`src/rtl/sig_norm_round.sv`:
```
// sig_norm_round: post-add normalize-and-round stage of the binary64 adder.
//
// Takes the significand adder's magnitude, zero flag, result sign and the
// pre-normalization exponent. It normalizes with an iterative shifter, rounds
// in one of the four IEEE-754 directed/nearest modes, and returns a packed
// binary64 result with flags over a valid/ready handshake.
//
// Ports
//   clk        clock
//   rst        synchronous active-high reset
//   in_valid   operand valid
//   in_ready   stage idle and able to accept an operand
//   fs         57-bit magnitude: bit56 weight 2, bit55 weight 1, bits 2..0 g/r/s
//   fszero     sum is exactly zero
//   ss1        result sign
//   sx         effective subtraction (selects the sign of an exact zero)
//   es         biased exponent of fs at the bit55 weight (two's complement)
//   rm         rounding mode: 00 RNE, 01 RTZ, 10 RU, 11 RD
//   out_valid  result valid, held until out_ready
//   out_ready  consumer accepts result
//   result     packed binary64 result
//   inexact    rounding discarded nonzero bits
//   overflow   result exceeded max finite
//   underflow  result tiny and inexact
module sig_norm_round #(
   parameter int unsigned EW        = 13,
   parameter int unsigned BIG_SHIFT = 8
) (
   input  logic          clk,
   input  logic          rst,
   input  logic          in_valid,
   output logic          in_ready,
   input  logic [56:0]   fs,
   input  logic          fszero,
   input  logic          ss1,
   input  logic          sx,
   input  logic [EW-1:0] es,
   input  logic [1:0]    rm,
   output logic          out_valid,
   input  logic          out_ready,
   output logic [63:0]   result,
   output logic          inexact,
   output logic          overflow,
   output logic          underflow
);

   localparam logic signed [EW-1:0] EOne  = EW'(1);
   localparam logic signed [EW-1:0] EBig  = EW'(BIG_SHIFT);
   localparam logic signed [EW-1:0] EMax  = EW'(2047);

   typedef enum logic [1:0] {StIdle, StNorm, StRound, StDone} state_e;

   state_e               state;
   logic [56:0]          sig;
   logic signed [EW-1:0] e;
   logic                 sign;
   logic                 zero;
   logic [1:0]           mode;

   logic signed [EW-1:0] e_big;

   logic                 r_g;
   logic                 r_st;
   logic                 r_inc;
   logic [53:0]          r_sum;
   logic [52:0]          r_mant;
   logic signed [EW-1:0] r_e;
   logic                 r_ovf;
   logic                 r_inf;
   logic [10:0]          r_expf;
   logic [63:0]          r_res;
   logic                 r_inx;
   logic                 r_unf;

   assign e_big = e - EBig;

   // Rounding datapath, evaluated from the normalized significand in ROUND.
   always_comb begin
      r_g  = sig[2];
      r_st = sig[1] | sig[0];
      case (mode)
         2'b00:   r_inc = r_g & (r_st | sig[3]);
         2'b01:   r_inc = 1'b0;
         2'b10:   r_inc = (r_g | r_st) & ~sign;
         default: r_inc = (r_g | r_st) & sign;
      endcase
      r_sum  = {1'b0, sig[55:3]} + {53'd0, r_inc};
      r_mant = r_sum[52:0];
      r_e    = e;
      if (r_sum[53]) begin
         // Mantissa of all ones rounded up: renormalize.
         r_mant = r_sum[53:1];
         r_e    = e + EOne;
      end else if (!sig[55] && r_sum[52]) begin
         // Denormal rounded up into the hidden bit becomes the smallest normal.
         r_e = EOne;
      end
      r_inx  = r_g | r_st;
      r_ovf  = (r_e >= EMax);
      r_inf  = (mode == 2'b00) || (mode == 2'b10 && !sign) || (mode == 2'b11 && sign);
      r_expf = r_mant[52] ? r_e[10:0] : 11'd0;
      r_unf  = 1'b0;
      if (r_ovf) begin
         r_res = r_inf ? {sign, 11'h7ff, 52'd0} : {sign, 63'h7fef_ffff_ffff_ffff};
         r_inx = 1'b1;
      end else begin
         r_res = {sign, r_expf, r_mant[51:0]};
         r_unf = (r_expf == 11'd0) & r_inx;
      end
   end

   always_ff @(posedge clk) begin
      if (rst) begin
         state     <= StIdle;
         in_ready  <= 1'b1;
         out_valid <= 1'b0;
         result    <= 64'd0;
         inexact   <= 1'b0;
         overflow  <= 1'b0;
         underflow <= 1'b0;
         sig       <= '0;
         e         <= '0;
         sign      <= 1'b0;
         zero      <= 1'b0;
         mode      <= 2'b00;
      end else begin
         unique case (state)
            StIdle: begin
               if (in_valid) begin
                  sig      <= fs;
                  e        <= es;
                  mode     <= rm;
                  zero     <= fszero;
                  // An exact zero from a cancelling subtraction is -0 only in RD.
                  sign     <= (fszero && sx) ? (rm == 2'b11) : ss1;
                  in_ready <= 1'b0;
                  // A zero skips normalization; ROUND emits it one cycle later.
                  state    <= fszero ? StRound : StNorm;
               end
            end
            StNorm: begin
               if (sig[56]) begin
                  sig   <= {1'b0, sig[56:2], sig[1] | sig[0]};
                  e     <= e + EOne;
                  state <= StRound;
               end else if (sig[55]) begin
                  state <= StRound;
               end else if (e <= EOne) begin
                  // Cannot shift further without going below the minimum exponent.
                  state <= StRound;
               end else if (sig[55 -: BIG_SHIFT] == '0 && e_big >= EOne) begin
                  sig <= sig << BIG_SHIFT;
                  e   <= e_big;
               end else begin
                  sig <= sig << 1;
                  e   <= e - EOne;
               end
            end
            StRound: begin
               if (zero) begin
                  result    <= {sign, 63'd0};
                  inexact   <= 1'b0;
                  overflow  <= 1'b0;
                  underflow <= 1'b0;
               end else begin
                  result    <= r_res;
                  inexact   <= r_inx;
                  overflow  <= r_ovf;
                  underflow <= r_unf;
               end
               out_valid <= 1'b1;
               state     <= StDone;
            end
            StDone: begin
               if (out_ready) begin
                  out_valid <= 1'b0;
                  in_ready  <= 1'b1;
                  state     <= StIdle;
               end
            end
         endcase
      end
   end

endmodule

```
`config.mk`:
```
export PLATFORM = sky130hd
export DESIGN_NAME = sig_norm_round
export DESIGN_NICKNAME = d
export VERILOG_FILES = /design/src/rtl/sig_norm_round.sv
export SDC_FILE = /design/constraint.sdc
export NUM_CORES = 1
export LEC_CHECK = 0
export CAP_MARGIN = 10
export CORE_MARGIN = 1.5
export CORE_UTILIZATION = 55
export CTS_BUF_LIST = sky130_fd_sc_hd__clkbuf_4
export CTS_CLUSTER_DIAMETER = 50
export DETAILED_ROUTE_END_ITERATION = 8
export GPL_TIMING_DRIVEN = 1
export HOLD_SLACK_MARGIN = 0.06
export PLACE_DENSITY = 0.81
export REMOVE_ABC_BUFFERS = 1
export SETUP_SLACK_MARGIN = 0.05
export SLEW_MARGIN = 20
export SYNTH_ARGS = -nofsm -noshare
export SYNTH_HDL_FRONTEND = slang
export SYNTH_SLANG_ARGS = --single-unit
```
`constraint.sdc`:
```
create_clock -name clk -period 6.4 [get_ports clk]
set_input_delay 1.28 -clock clk [delete_from_list [all_inputs] [get_ports clk]]
set_output_delay 1.28 -clock clk [all_outputs]
set_load 0.03 [all_outputs]
```
==> summary.txt <==
Place
  – DP HPWL: 20,620 um
  – Final Wtd Congestion: 0.9779
  – Area of placed instances: 0.01090 sq mm
  – Worst slack at placement: 1.394 ns
  – PortBufs: ~150

Clock tree
  – CTS tree: yes
  – CTS resizes: 0
  – Post-CTS setup buffer count: 0
  – Clock latency on the worst-skew pair: a little under 0.6 ns
  – H-tree depth: 4
  – TritonCTS Buffers: 17
  – Clock buffer depth: 2
  – # hold bufs at CTS: 0
  – Root Driver: clkbuf_4
  – Clock transition at the registers of the reported paths: between 0.1 and 0.15 ns
  – Clock Sinks: 145

Pwr
  – Sequential share of power: 0.338
  – NetSw: roughly 2500 uW
  – Clk pwr share: 0.128
  – Lkg Pwr: between 0.004 and 0.005 uW
  – Pwr dens: approximately 450 mW/mm^2
  – Sw frac: 0.5069
  – Int Pwr: roughly 2500 uW
  – Maximum vdd drop: around 0.29 mV
  – Power share of the combinational group: 0.534

Route
  – DR WL/cell: 19.40 um
  – Total iterations of the first detailed-routing run: 6
  – Antenna Nets Post-Route: 0
  – DRC Markers: 0
  – Starting DRT DRC Count: between 1,000 and 1,500
  – Vias: between 10,000 and 15,000
  – Vias per Instance: roughly 6.5
  – Detailed Route WL: roughly 30,000 um

Floorplan
  – Total core area: 0.01718 sq mm
  – Initial core utilization: 0.5575
  – Die ar.: roughly 0.018 sq mm
  – Std cell rows: between 40 and 50
  – Die W: between 100 and 150 um
  – IO Count: between 100 and 150
  – Height of the chip: between 100 and 150 um

Global routing
  – First-pass GRT wire length: about 47,000 um
  – Largest net degree at the start of global routing: 73
  – GRT Total Usage: 0.3262
  – Vias in the first global route: slightly below 9,000
  – Grt total ovfl: 0
  – Initial antenna violation count: 2

Cells and area
  – Final instance area: ~0.011 sq mm
  – Share of layout cells above drive strength 1: 0.07229
  – Syn-to-layout area delta: 17.05%
  – # nets final: 1,409

Worst setup path
  – CP max FO: 23
  – Crit path cell chain: nor2b_1, ha_1, nor2b_1, o21ai_0, nand2_1, ha_1, ha_1, nand4_1, or4_1, nor3_1, nand2_1, nor3_1, ha_1, inv_1, and3_1, nor2_2, o21a_1, a221o_1
  – Critical path's slowest cell: o21a_1
  – Cell family with most CP delay: simple AND/OR/NAND/NOR gates
  – CP most frequent cell: ha_1
  – CP Data Arrival Time: about 5.7 ns
  – Worst EP required: ~7 ns
  – CP Capture Type: flop
  – Crit path launch type: flop
  – CP peak stage delay: roughly 0.9 ns
  – Crit path buffers/inverters: 1
  – Critical setup path kind: flop to flop

Synthesis
  – Register area share after synthesis: 0.3031
  – Library cells used by synthesis: slightly above 70
  – Synth area leaders: dfxtp_1, o21ai_0, nand2_1
  – Top_reg_cell synth: dfxtp_1
  – Top-area cell type share of the netlist area: 0.3031
  – Yosys warning count: 0
  – Yosys top cell by area: dfxtp_1
  – Most frequent cells after synthesis: dfxtp_1, o21ai_0, nand2_1, nor2_1
  – Ys async rst share: 0
  – Post-synthesis register bit count: roughly 150
  – Most frequent cell after synthesis: dfxtp_1
  – EDFF count, synth: 0
  – Mapped Area: between 0.009 and 0.01 sq mm
  – Cells after Synth: between 1,000 and 1,500
  – Syn avg cell area: around 7.6 sq um

Timing
  – Slew Limit Fails: 0
  – RSZ-0062 raised after global routing: false
  – Post-route clock period utilization: 0.8057
  – Final hold vios: 0
  – Final setup vio count: 0
  – Measured slew at the worst slew-check pin: roughly 1.1 ns
  – Max Fclk: about 190 MHz
  – Clk_skew: a little over 0.03 ns
  – Worst setup margin: between 1 and 1.5 ns
  – Fin crit period: approximately 5.2 ns
  – Headroom to the max-slew limit: 0.2344

Outcome
  – Status: complete, no violations

Min path
  – Hold WC Path Type: flop to flop

Job
  – Max-capacitance violation count: 0
power groups by stage:
stage               Sequential (uW)  Combinational [uW]  Clock [uW]
floorplan                      1670                1810           0
global placement               1680                2580           0
global route                   1720                2950         680
CTS                            1660                2640         641
detailed placement             1680                2630           0
finish                         1690                2680         642
registers in the layout, summed over array words and instances (netlist names), 2 cells and up:
| register | count |
|---|---|
| e | 13 |
| state | 2 |
| mode | 2 |
| sig | 57 |
| result | 64 |
per-layer routing:
layer  global-route usage  vias up  wire, um
li1                     -     4687         -
met3              0.05068       79      2588
met1               0.4609     4717     13100
met4               0.1314        2       923
met5                    0        -        13
met2               0.4980      558     13520
logic make-up after synthesis:
kind of cell    count (synthesis)  synth area share
mux                            47           0.04912
fa+ha+maj                      15           0.01960
compound gates                401            0.2800
flops                         145            0.3031
simple gates                  440            0.2235
buf+inv                       155           0.06977
xor+xnor                       60           0.05487
metrics by stage:
stage          hold WS, ns  setup TNS, ns  std cells  utilization  power (uW)
4_1_cts             0.4540              0       1553       0.6525        4946
2_1_floorplan       0.4381        -143.38       1135            -        3482
3_5_place_dp        0.4378              0       1521       0.6345        4312
6_report            0.4561              0       1554       0.6526        5009
5_1_grt             0.4718              0       1554       0.6526        5351
3_3_place_gp        0.4406              0       1521       0.6345        4259
path summary, 6_finish.rpt:
path                                from         end  slack [ns]  depth (start not counted)
worst max-delay path             mode[1]  result[26]        1.24                         18
worst min register to register  overflow    overflow        0.46                          2
worst min-delay path            overflow    overflow        0.46                          2
worst max register to register   mode[1]  result[26]        1.24                         18
cell type report:
class                      count  area [sq um]
inverter                      27         101.3
clock inverter                15         181.4
clock buffer                  17         127.6
timing repair buffer         161          1574
antenna                        1         2.502
multi-input combinational    963          6038
sequential                   145          2903
tap                          225         281.5
fill                        1581          5967
tightest hold or removal path, delay by kind of cell, from the launching register on:
family / cells / cell delay (ns)
DFF: 1 / 0.33
and+or+nand+nor: 2 / 0.09
layout by cell type, fill, tap and decap left out, types with 23 or more instances in the layout:
cell and count:
nand2_1 139, and3_1 32, o21ai_0 141, nor2_1 114, a21oi_1 91, dfxtp_1 145, xnor2_1 37, nand3_1 35
inv_1 25, o211ai_1 53, xor2_1 23, mux2i_1 47, clkdlybuf4s50_1 146, a221o_1 25
(Power assumes the default switching activity.)
